$ cat src/rtl/hd44780_phy_mc_if.sv
// Sequencer-side instruction stream and read-data return of the HD44780 bus PHY.
// The master is the command sequencer, the slave is the PHY.
interface hd44780_phy_mc_if #(
  parameter int NUM_E      = 1,
  parameter int DATA_WIDTH = 8
);
  localparam int ESEL_W = ($clog2(NUM_E) > 0) ? $clog2(NUM_E) : 1;

  logic [ESEL_W+2+DATA_WIDTH-1:0] lcd_instr;   // {esel, RS, RWB, DB}
  logic                           valid_instr;
  logic                           ready_instr;
  logic [DATA_WIDTH-1:0]          rdata;
  logic                           rdata_valid;

  modport master (
    output lcd_instr, valid_instr,
    input  ready_instr, rdata, rdata_valid
  );

  modport slave (
    input  lcd_instr, valid_instr,
    output ready_instr, rdata, rdata_valid
  );
endinterface

$ cat src/rtl/hd44780_phy_mc.sv
// HD44780U bus PHY: runs one valid/ready instruction through ADDR / E-high / E-low phases
// on tick-based timing, with runtime 4-bit/8-bit bus mode and NUM_E enable strobes.
module hd44780_phy_mc #(
  parameter int DATA_WIDTH      = 8,
  parameter int NUM_E           = 1,
  parameter int PRESCALER_WIDTH = 16,
  parameter int CNT_WIDTH       = 8,
  parameter int ADDR_SETUP_CNT  = 6,
  parameter int EN_PW_CNT       = 45,
  parameter int E_CYCLE_CNT     = 100,
  parameter int RDATA_DELAY_CNT = 36
) (
  input  logic                       clk,
  input  logic                       nrst,
  input  logic [PRESCALER_WIDTH-1:0] prescaler_10ns_i,
  input  logic                       phy_enable_i,
  input  logic                       nibble_mode_i,
  hd44780_phy_mc_if.slave            instr_bus,
  output logic [DATA_WIDTH-1:0]      data_out_o,
  input  logic [DATA_WIDTH-1:0]      data_in_i,
  output logic                       rs_o,
  output logic                       rwb_o,
  output logic [NUM_E-1:0]           e_o,
  output logic                       data_oe_o
);
  localparam int ESEL_W  = ($clog2(NUM_E) > 0) ? $clog2(NUM_E) : 1;
  localparam int INSTR_W = ESEL_W + 2 + DATA_WIDTH;
  localparam int NIB_W   = DATA_WIDTH / 2;

  localparam logic [CNT_WIDTH-1:0] ADDR_LAST = CNT_WIDTH'(ADDR_SETUP_CNT - 1);
  localparam logic [CNT_WIDTH-1:0] HI_LAST   = CNT_WIDTH'(EN_PW_CNT - 1);
  localparam logic [CNT_WIDTH-1:0] LOW_LAST  = CNT_WIDTH'(E_CYCLE_CNT - EN_PW_CNT - 1);
  localparam logic [CNT_WIDTH-1:0] SAMPLE_AT = CNT_WIDTH'(RDATA_DELAY_CNT);

  localparam logic [2:0] ST_IDLE  = 3'd0;
  localparam logic [2:0] ST_ADDR  = 3'd1;
  localparam logic [2:0] ST_WR_HI = 3'd2;
  localparam logic [2:0] ST_RD_HI = 3'd3;
  localparam logic [2:0] ST_E_LOW = 3'd4;

  logic [2:0]                 state_reg, state_next;
  logic [PRESCALER_WIDTH-1:0] presc_cnt_reg;
  logic [CNT_WIDTH-1:0]       ph_cnt_reg;

  // Latched instruction fields
  logic [ESEL_W-1:0]          esel_reg;
  logic                       rs_f_reg;
  logic                       rwb_f_reg;
  logic [DATA_WIDTH-1:0]      db_reg;
  logic                       nib_mode_reg;
  logic                       nib_idx_reg;

  // Registered pins and read return
  logic                       rs_reg, rs_next;
  logic                       rwb_reg, rwb_next;
  logic [NUM_E-1:0]           e_reg, e_next;
  logic                       data_oe_reg, data_oe_next;
  logic [DATA_WIDTH-1:0]      data_out_reg, data_out_next;
  logic [DATA_WIDTH-1:0]      rdata_reg;
  logic                       rdata_valid_reg;

  logic [INSTR_W-1:0]         instr;
  logic [PRESCALER_WIDTH-1:0] presc_last;
  logic [CNT_WIDTH-1:0]       phase_last;
  logic                       tick;
  logic                       phase_done;
  logic                       last_nib;
  logic                       ready;
  logic                       accept;
  logic                       nib_advance;
  logic                       e_phase;
  logic                       capture;
  logic [DATA_WIDTH-1:0]      wdata;

  assign instr = instr_bus.lcd_instr;

  // A prescaler of 0 behaves as 1: tick every clock.
  assign presc_last = (prescaler_10ns_i == '0) ? '0
                                               : prescaler_10ns_i - PRESCALER_WIDTH'(1);
  assign tick = (presc_cnt_reg >= presc_last);

  always_comb begin
    phase_last = '0;
    case (state_reg)
      ST_ADDR:             phase_last = ADDR_LAST;
      ST_WR_HI, ST_RD_HI:  phase_last = HI_LAST;
      ST_E_LOW:            phase_last = LOW_LAST;
      default:             phase_last = '0;
    endcase
  end

  assign phase_done  = tick && (ph_cnt_reg == phase_last);
  assign last_nib    = !nib_mode_reg || nib_idx_reg;
  assign ready       = phy_enable_i &&
                       ((state_reg == ST_IDLE) ||
                        ((state_reg == ST_E_LOW) && last_nib && phase_done));
  assign accept      = instr_bus.valid_instr && ready;
  assign nib_advance = (state_reg == ST_E_LOW) && phase_done && nib_mode_reg && !nib_idx_reg;

  assign instr_bus.ready_instr = ready;
  assign instr_bus.rdata       = rdata_reg;
  assign instr_bus.rdata_valid = rdata_valid_reg;

  always_comb begin
    state_next = state_reg;
    case (state_reg)
      ST_IDLE: begin
        if (accept) state_next = ST_ADDR;
      end
      ST_ADDR: begin
        if (phase_done) state_next = rwb_f_reg ? ST_RD_HI : ST_WR_HI;
      end
      ST_WR_HI, ST_RD_HI: begin
        if (phase_done) state_next = ST_E_LOW;
      end
      ST_E_LOW: begin
        // Second nibble reuses the address phase of the first.
        if (nib_advance)      state_next = rwb_f_reg ? ST_RD_HI : ST_WR_HI;
        else if (phase_done)  state_next = accept ? ST_ADDR : ST_IDLE;
      end
      default: state_next = ST_IDLE;
    endcase
  end

  always_ff @(posedge clk or negedge nrst) begin
    if (!nrst) begin
      state_reg     <= ST_IDLE;
      presc_cnt_reg <= '0;
      ph_cnt_reg    <= '0;
    end else begin
      state_reg <= state_next;
      if ((state_next != state_reg) || (state_reg == ST_IDLE)) begin
        presc_cnt_reg <= '0;
        ph_cnt_reg    <= '0;
      end else if (tick) begin
        presc_cnt_reg <= '0;
        ph_cnt_reg    <= ph_cnt_reg + CNT_WIDTH'(1);
      end else begin
        presc_cnt_reg <= presc_cnt_reg + PRESCALER_WIDTH'(1);
      end
    end
  end

  always_ff @(posedge clk or negedge nrst) begin
    if (!nrst) begin
      esel_reg     <= '0;
      rs_f_reg     <= 1'b0;
      rwb_f_reg    <= 1'b0;
      db_reg       <= '0;
      nib_mode_reg <= 1'b0;
      nib_idx_reg  <= 1'b0;
    end else if (accept) begin
      esel_reg     <= instr[INSTR_W-1 -: ESEL_W];
      rs_f_reg     <= instr[DATA_WIDTH+1];
      rwb_f_reg    <= instr[DATA_WIDTH];
      db_reg       <= instr[DATA_WIDTH-1:0];
      nib_mode_reg <= nibble_mode_i;
      nib_idx_reg  <= 1'b0;
    end else if (nib_advance) begin
      nib_idx_reg  <= 1'b1;
    end
  end

  // In 4-bit mode only the upper half of the bus carries the nibble.
  always_comb begin
    wdata = db_reg;
    if (nib_mode_reg) begin
      if (!nib_idx_reg) wdata = {db_reg[DATA_WIDTH-1:NIB_W], {NIB_W{1'b0}}};
      else              wdata = {db_reg[NIB_W-1:0],          {NIB_W{1'b0}}};
    end
  end

  assign e_phase = (state_reg == ST_WR_HI) || (state_reg == ST_RD_HI);

  for (genvar gi = 0; gi < NUM_E; gi++) begin : g_e_sel
    assign e_next[gi] = e_phase && (esel_reg == ESEL_W'(gi));
  end

  always_comb begin
    rs_next       = rs_reg;
    rwb_next      = rwb_reg;
    data_out_next = data_out_reg;
    data_oe_next  = 1'b0;
    case (state_reg)
      ST_ADDR: begin
        rs_next  = rs_f_reg;
        rwb_next = rwb_f_reg;
      end
      ST_WR_HI: begin
        data_oe_next  = 1'b1;
        data_out_next = wdata;
      end
      ST_E_LOW: data_oe_next = data_oe_reg;
      default: ;
    endcase
  end

  always_ff @(posedge clk or negedge nrst) begin
    if (!nrst) begin
      rs_reg       <= 1'b0;
      rwb_reg      <= 1'b0;
      e_reg        <= '0;
      data_oe_reg  <= 1'b0;
      data_out_reg <= '0;
    end else begin
      rs_reg       <= rs_next;
      rwb_reg      <= rwb_next;
      e_reg        <= e_next;
      data_oe_reg  <= data_oe_next;
      data_out_reg <= data_out_next;
    end
  end

  assign capture = (state_reg == ST_RD_HI) && tick && (ph_cnt_reg == SAMPLE_AT);

  always_ff @(posedge clk or negedge nrst) begin
    if (!nrst) begin
      rdata_reg       <= '0;
      rdata_valid_reg <= 1'b0;
    end else begin
      if (capture) begin
        if (!nib_mode_reg)
          rdata_reg <= data_in_i;
        else if (!nib_idx_reg)
          rdata_reg[DATA_WIDTH-1:NIB_W] <= data_in_i[DATA_WIDTH-1:NIB_W];
        else
          rdata_reg[NIB_W-1:0] <= data_in_i[DATA_WIDTH-1:NIB_W];
      end
      rdata_valid_reg <= capture && last_nib;
    end
  end

  assign rs_o       = rs_reg;
  assign rwb_o      = rwb_reg;
  assign e_o        = e_reg;
  assign data_oe_o  = data_oe_reg;
  assign data_out_o = data_out_reg;
endmodule
$ cat src/flat_wrapper.sv
// flat-port wrapper written by rule: the top's interface ports become plain ports
module hd44780_phy_mc_flat 
#(
  parameter int DATA_WIDTH      = 8,
  parameter int NUM_E           = 1,
  parameter int PRESCALER_WIDTH = 16,
  parameter int CNT_WIDTH       = 8,
  parameter int ADDR_SETUP_CNT  = 6,
  parameter int EN_PW_CNT       = 45,
  parameter int E_CYCLE_CNT     = 100,
  parameter int RDATA_DELAY_CNT = 36
)
  (clk, nrst, prescaler_10ns_i, phy_enable_i, nibble_mode_i, data_out_o, data_in_i, rs_o, rwb_o, e_o, data_oe_o, instr_bus_lcd_instr, instr_bus_valid_instr, instr_bus_ready_instr, instr_bus_rdata, instr_bus_rdata_valid);
  hd44780_phy_mc_if #(.NUM_E(NUM_E), .DATA_WIDTH(DATA_WIDTH)) instr_bus_i ();
  input  logic clk;
  input  logic nrst;
  input  logic [PRESCALER_WIDTH-1:0] prescaler_10ns_i;
  input  logic phy_enable_i;
  input  logic nibble_mode_i;
  output logic [DATA_WIDTH-1:0] data_out_o;
  input  logic [DATA_WIDTH-1:0] data_in_i;
  output logic rs_o;
  output logic rwb_o;
  output logic [NUM_E-1:0] e_o;
  output logic data_oe_o;
  input wire logic [$bits(instr_bus_i.lcd_instr)-1:0] instr_bus_lcd_instr;
  input wire logic [$bits(instr_bus_i.valid_instr)-1:0] instr_bus_valid_instr;
  output wire logic [$bits(instr_bus_i.ready_instr)-1:0] instr_bus_ready_instr;
  output wire logic [$bits(instr_bus_i.rdata)-1:0] instr_bus_rdata;
  output wire logic [$bits(instr_bus_i.rdata_valid)-1:0] instr_bus_rdata_valid;
  assign instr_bus_i.lcd_instr = instr_bus_lcd_instr;
  assign instr_bus_i.valid_instr = instr_bus_valid_instr;
  assign instr_bus_ready_instr = instr_bus_i.ready_instr;
  assign instr_bus_rdata = instr_bus_i.rdata;
  assign instr_bus_rdata_valid = instr_bus_i.rdata_valid;
  hd44780_phy_mc #(.DATA_WIDTH(DATA_WIDTH), .NUM_E(NUM_E), .PRESCALER_WIDTH(PRESCALER_WIDTH), .CNT_WIDTH(CNT_WIDTH), .ADDR_SETUP_CNT(ADDR_SETUP_CNT), .EN_PW_CNT(EN_PW_CNT), .E_CYCLE_CNT(E_CYCLE_CNT), .RDATA_DELAY_CNT(RDATA_DELAY_CNT)) u_core (.clk(clk), .nrst(nrst), .prescaler_10ns_i(prescaler_10ns_i), .phy_enable_i(phy_enable_i), .nibble_mode_i(nibble_mode_i), .instr_bus(instr_bus_i), .data_out_o(data_out_o), .data_in_i(data_in_i), .rs_o(rs_o), .rwb_o(rwb_o), .e_o(e_o), .data_oe_o(data_oe_o));
endmodule
$ cat config.mk
export PLATFORM = sky130hd
export DESIGN_NAME = hd44780_phy_mc_flat
export DESIGN_NICKNAME = d
export VERILOG_FILES = /design/src/rtl/hd44780_phy_mc_if.sv /design/src/rtl/hd44780_phy_mc.sv /design/src/flat_wrapper.sv
export SDC_FILE = /design/constraint.sdc
export NUM_CORES = 1
export LEC_CHECK = 0
export BUFFER_PORTS_ARGS = -buffer_cell sky130_fd_sc_hd__buf_2
export CORE_MARGIN = 3
export CORE_UTILIZATION = 30
export DETAILED_ROUTE_END_ITERATION = 8
export GPL_ROUTABILITY_DRIVEN = 0
export GPL_TIMING_DRIVEN = 0
export PLACE_DENSITY = 0.52
export RECOVER_POWER = 50
export SLEW_MARGIN = 40
export SYNTH_ARGS = -nofsm -noshare
export SYNTH_HDL_FRONTEND = slang
export SYNTH_SLANG_ARGS = --single-unit
$ cat constraint.sdc
create_clock -name clk -period 6.7 [get_ports clk]
set_input_delay 0 -clock clk [delete_from_list [all_inputs] [get_ports clk]]
set_output_delay 0 -clock clk [all_outputs]
set_load 0.03 [all_outputs]
==> After elaboration in Yosys (flattened, before gate mapping) <==
Index checks and enable logic that the tools add are counted.
{ "word_totals": {"register_bits": 61, "input_bits": 40, "output_inout_bits": 22, "elab_cells": 78} }
{ "classes": {"add_sub_neg": 3, "order_cmp": 1, "n_eq_ne": 9, "muxes": 22, "n_bitwise": 1, "n_reduce_logical": 25} }
{ "op_table": {"columns": ["operator", "count"], "rows": [
  ["$mux W16", 3],
  ["$mux W8", 5],
  ["$pmux W6 S3", 1],
  ["$add A16 B1 Y16 const B", 1],
  ["$ge A16 B16 Y1", 1],
  ["$logic_not A16 Y1", 1],
  ["$sub A16 B1 Y16 const B", 1],
  ["$mux W3", 5],
  ["$logic_and A1 B1 Y1", 12],
  ["$pmux W3 S4", 1],
  ["$add A8 B1 Y8 const B", 1],
  ["$eq A8 B6 Y1", 1],
  ["$eq A8 B6 Y1 const B", 1],
  ["$mux W4", 2],
  ["$eq A3 B2 Y1 const B", 2],
  ["$logic_or A1 B1 Y1", 4],
  ["$mux W1", 4],
  ["$ne A2 B2 Y1 const B", 2],
  ["$reduce_and A2 Y1", 2],
  ["$reduce_bool A2 Y1", 2],
  ["$eq A3 B1 Y1 const B", 1],
  ["$eq A3 B3 Y1 const B", 1],
  ["$logic_not A3 Y1", 1],
  ["$ne A3 B3 Y1", 1],
  ["4 further kinds", 5]
]} }

==> Depth between registers and ports, before layout <==
{ "logic_depth": {"word_depth": 16, "depth_mapped": 15, "ltp_nobuf": 13} }

==> Worst setup path after synthesis <==
No wires, ideal clock.
{ "synth_timing": {"path_type": "input to register", "start": "in prescaler_10ns_i[8]", "end": "reg u_core.db_reg[0]", "setup_ns": 0.125, "arrival_ns": 3.200, "path_slack_ns": 3.376, "stages": 12, "path_cell_list": "or4_1 -> nor4_1 -> nand4_1 -> and2_1 -> ha_1 -> nand2b_1 -> a2111o_1 -> a311oi_4 -> nand2_2 -> a31oi_2 -> buf_4 -> mux2_2"} }
{ "synth_between": {"elab_chain_cells": 8, "word_cells_on_any_way": 9, "classes_between": "add/sub: 1; order compare: 1; mux: 1; reduce/logical: 6"} }
{ "synth_lines": {"columns": ["item", "line_no", "source"], "rows": [
  ["start: declaration", "flat_wrapper.sv:17", "input logic [PRESCALER_WIDTH-1:0] prescaler_10ns_i;"],
  ["$sub A16 B1 Y16 / $logic_not A16 Y1 (equally long branches)", "hd44780_phy_mc.sv:79, hd44780_phy_mc.sv:78", null],
  ["$mux W16 *", "hd44780_phy_mc.sv:78", "assign presc_last = (prescaler_10ns_i == '0) ? '0"],
  ["$ge A16 B16 Y1 *", "hd44780_phy_mc.sv:80", "assign tick = (presc_cnt_reg >= presc_last);"],
  ["$logic_and A1 B1 Y1 *", "hd44780_phy_mc.sv:92", "assign phase_done = tick && (ph_cnt_reg == phase_last);"],
  ["$logic_and A1 B1 Y1 *", "hd44780_phy_mc.sv:96", "((state_reg == ST_E_LOW) && last_nib && phase_done));"],
  ["$logic_or A1 B1 Y1 *", "hd44780_phy_mc.sv:95", "((state_reg == ST_IDLE) ||"],
  ["$logic_and A1 B1 Y1 *", "hd44780_phy_mc.sv:94", "assign ready = phy_enable_i &&"],
  ["$logic_and A1 B1 Y1 *", "hd44780_phy_mc.sv:97", "assign accept = instr_bus.valid_instr && ready;"],
  ["end signal: assignment", "hd44780_phy_mc.sv:156", "db_reg <= instr[DATA_WIDTH-1:0];"],
  ["end: declaration", "hd44780_phy_mc.sv:49", "logic [DATA_WIDTH-1:0] db_reg;"]
]} }
Mark *: on every way between the ends. The rest lies on a longest branch, timed or not.
A chain may end at the register's enable or synchronous reset.

==> Worst setup path in the final report <==
{ "layout_timing": {"start": "in prescaler_10ns_i[8]", "end": "reg u_core.db_reg[6]"} }
The elaborated chain is that of the path after synthesis.

==> summary.md <==
| Metric | Value |
|---|---|
| Status | `finished with violations` |
| Failing checks | `max-capacitance violations, max-slew violations` |
| Distinct cells, synth | `54` |
| Setup TNS | `0 ns` |
| MaxCap Viol Count | `1` |
| Switch Pwr | `329 uW` |
| Die Width | `117 um` |
| TritonCTS clock tree | `yes` |
| Sequential power share | `40.1%` |
| CTS Root Cell | `clkbuf_16` |
| Post-Synth Adder-Cell Area | `7.14%` |
| 1st-pass router iterations | `5` |
| Antenna violations before repair | `0` |
| Share of cells above drive strength 1 | `24.4%` |
| Post-synthesis sequential area ratio | `between 40% and 50%` |
| Max_slew headroom | `-119%` |
| Register area | `0.00153 mm2` |
| Worst path arrival time | `3.94 ns` |
| Top-level I/O count | `62` |
| Yosys reg bits | `61` |
| Total die area | `0.0136 mm2` |
| Post-layout util | `39.6%` |
| Clock Skews | `0.00595 ns` |
| Clk network pwr share | `40.2%` |
| Setup CP Type | `in -> reg` |
| First-pass GRT wire length | `13.8 mm` |
| Tcrit/Tclk final | `55.6%` |
| # diodes | `0` |
| CP required | `6.91 ns` |
| GRT Total Usage | `between 10% and 20%` |
| Multi-input logic area | `0.00203 mm2` |
| Final #Nets | `519` |
| Largest net degree at the start of global routing | `62` |
| Switching part of the total | `28.2%` |
| Vias | `2980` |
| I/O Buffers | `61` |
| Power per cell area | `252 mW/mm2` |
| Worst setup margin | `a little under 3 ns` |
| Core box area | `0.0117 mm2` |
| Mapped cell area | `0.00368 mm2` |
| Max reg flops | `16` |
| Max Slew Vio Count | `62` |
| Vias per cell | `4.92` |
| Clk Latency, worst-skew pair | `0.33 ns` |
| Post_cts resized | `0` |
| Clock sink count | `61` |
| Pleak | `roughly 2.2 nW` |
| Achievable Freq | `268 MHz` |
| Cells after Synth | `369` |
| Detail Route Antenna Nets | `0` |
| Fillers | `1161` |
| Final setup viols | `0` |
| Worst Hold Class | `in -> reg` |
| Post-CTS Setup Inserts | `0` |
| Clk slew on worst S/H paths | `roughly 0.05 ns` |
| RSZ-0062 raised after global routing | `no` |
| Initial DRC Count | `113` |
| Top FF cell, synth | `dfrtp_1` |
| DRC | `0` |
| Htree depth | `3` |
| Slowest Stage Delay on Critical Path | `0.60 ns` |
| Post-synth EDFFs | `0` |
| Xor-xnor portion of the synthesized cell area | `7.85%` |
| Wirelength per Cell | `13.4 um` |
| Number of global-route vias before repair | `2938` |
| Top-area cell type share of the netlist area | `41.5%` |
| Slowest CP cell | `or4_1` |
| Ys async rst share | `100%` |
| Yosys warnings | `0` |
| CP bufs+invs | `2` |
| Crit path max fanout | `10` |
| Complex-gate fraction of the synthesized area | `8.32%` |
| Worst-Margin Slew | `between 3 and 4 ns` |
| Minimum clock period | `between 3 and 4 ns` |
| Crit start category | `input port` |
| Total grt overflow | `0` |
| VDD IR-drop max | `0.145 mV` |
| Crit end category | `flop` |
| Num CTS Buffers | `9` |
| Routed WL | `between 8 and 9 mm` |
| Initial core utilization | `31.4%` |
| Synth area leaders | `dfrtp_1, ha_1, mux2_2, xor2_1, xnor2_1` |
| Area growth, synth to finish | `25.8%` |
| Worst-path cell chain | `buf_2 -> or4_1 -> nor4_1 -> nand4_1 -> and2_1 -> ha_1 -> nand2b_1 -> a2111o_1 -> a311oi_4 -> nand2_2 -> a31oi_2 -> buf_4 -> mux2_2` |
| Internal | `837 uW` |
| Pre-CTS WS | `2.59 ns` |
| Largest family of logic cells by synthesized area | `simple AND/OR/NAND/NOR gates` |
| Endpoints failing hold | `0` |
| Logic pwr share | `between 10% and 20%` |
| Leading area contributor after synthesis | `dfrtp_1` |
| Mux cell area share after synthesis | `10.5%` |
| Final HPWL DP | `6.00 mm` |
| CP delay by family, top | `simple AND/OR/NAND/NOR gates` |
| Clk buf depth | `2` |
| Row Count | `39` |
| Syn nets | `430` |
| Die height | `117 um` |
| Avg Cell Area, Syn | `9.98 um2` |
| Post-synthesis simple-gate area fraction | `21.3%` |
==> layer usage <==
layer,GRT usage [%],vias up,wire (um)
li1,-,1472,-
met1,17.2,1436,3750
met2,20.1,59,3970
met3,3.75,13,317
met4,3.29,0,96
met5,0,-,0
==> synthesized netlist by cell type (3+ instances only) <==
cell	number
nor3_1	17
nand2_1	37
dfrtp_1	61
xnor2_1	16
mux2i_1	8
buf_2	3
clkbuf_1	5
nand3_1	13
nand4_1	7
xor2_1	17
o21ai_0	6
nor4_1	4
mux2_2	21
nand2b_1	5
ha_1	21
buf_4	3
or2_2	3
nand3b_1	5
buf_6	3
a21oi_1	18
a21boi_0	3
and3_1	7
inv_1	9
and2_1	4
nor2_1	37
mux2_4	4
==> worst min-delay path, cell delays in order <==
cell    delay, ns
buf_2        0.07
mux2_2       0.13
mux2_4       0.13
==> layout make-up <==
cell class,count,area share (%)
sequential,61,33.0
buffer,14,1.94
timing repair buffer,78,9.94
inverter,9,0.729
clock buffer,10,5.16
tap,143,3.86
clock inverter,6,1.54
multi-input combinational,285,43.9
==> kinds of logic after synthesis <==
kind of cell,count (synthesis)
XOR/XNOR,33
AND/OR/NAND/NOR,153
buffers and inverters,23
AO/OA/AOI/OAI,44
flip-flops,61
adder cells (fa/ha/maj),21
multiplexers,34
==> through the flow <==
stage / power (mW) / std cells / cell area [um2] / hold slack [ns]
4_1_cts: 1.19 / 606 / 4650 / 0.0218
6_report: 1.17 / 606 / 4630 / 0.0384
3_5_place_dp: 0.700 / 573 / 4170 / 0.133
2_1_floorplan: 0.626 / 369 / 3680 / -0.296
5_1_grt: 1.24 / 606 / 4630 / 0.0343
3_3_place_gp: 0.694 / 573 / 4170 / 0.214
==> power groups by stage <==
| stage | sequential, mW | combinational [mW] | clock (mW) |
|---|---|---|---|
| floorplan | 0.474 | 0.152 | 0 |
| global placement | 0.473 | 0.221 | 0 |
| detailed placement | 0.475 | 0.225 | 0 |
| CTS | 0.469 | 0.235 | 0.484 |
| global route | 0.476 | 0.261 | 0.501 |
| finish | 0.468 | 0.230 | 0.469 |
==> layout by cell type, fill, tap and decap left out, types with 5 or more instances in the layout <==
| cell type | Yosys | routed |
|---|---|---|
| dfrtp_1 | 61 | 61 |
| buf_2 | 3 | 52 |
| nand2_1 | 37 | 37 |
| nor2_1 | 37 | 37 |
| mux2_2 | 21 | 21 |
| ha_1 | 21 | 21 |
| a21oi_1 | 18 | 18 |
| nor3_1 | 17 | 17 |
| clkbuf_1 | 5 | 17 |
| xor2_1 | 17 | 17 |
| dlygate4sd3_1 | 0 | 17 |
| xnor2_1 | 16 | 16 |
| nand3_1 | 13 | 13 |
| inv_1 | 9 | 9 |
| clkbuf_16 | 0 | 9 |
| mux2i_1 | 8 | 8 |
| nand4_1 | 7 | 7 |
| and3_1 | 7 | 7 |
| o21ai_0 | 6 | 6 |
| nand2b_1 | 5 | 5 |
| nand3b_1 | 5 | 5 |
==> path summary, 6_finish.rpt <==
kind | from | endpoint | slack, ns | cells after the start
max reg2reg | u_core.presc_cnt_reg[0] | u_core.db_reg[6] | 3.82 | 9
max | prescaler_10ns_i[8] | u_core.db_reg[6] | 2.97 | 13
min reg2reg | u_core.esel_reg | u_core.e_o | 0.42 | 1
min in group asynchronous | nrst | u_core.instr_bus.rdata[2] | 1.34 | 2
max in group asynchronous | nrst | u_core.ph_cnt_reg[0] | 3.51 | 2
min | data_in_i[1] | u_core.instr_bus.rdata[1] | 0.04 | 3
==> repair_timing <==
item	4_1_cts	5_1_grt
endpoints found under the setup margin	0	0
endpoints found under the hold margin	77	0
hold buffers	17	0
No activity file was read; power rests on OpenSTA's default activity.
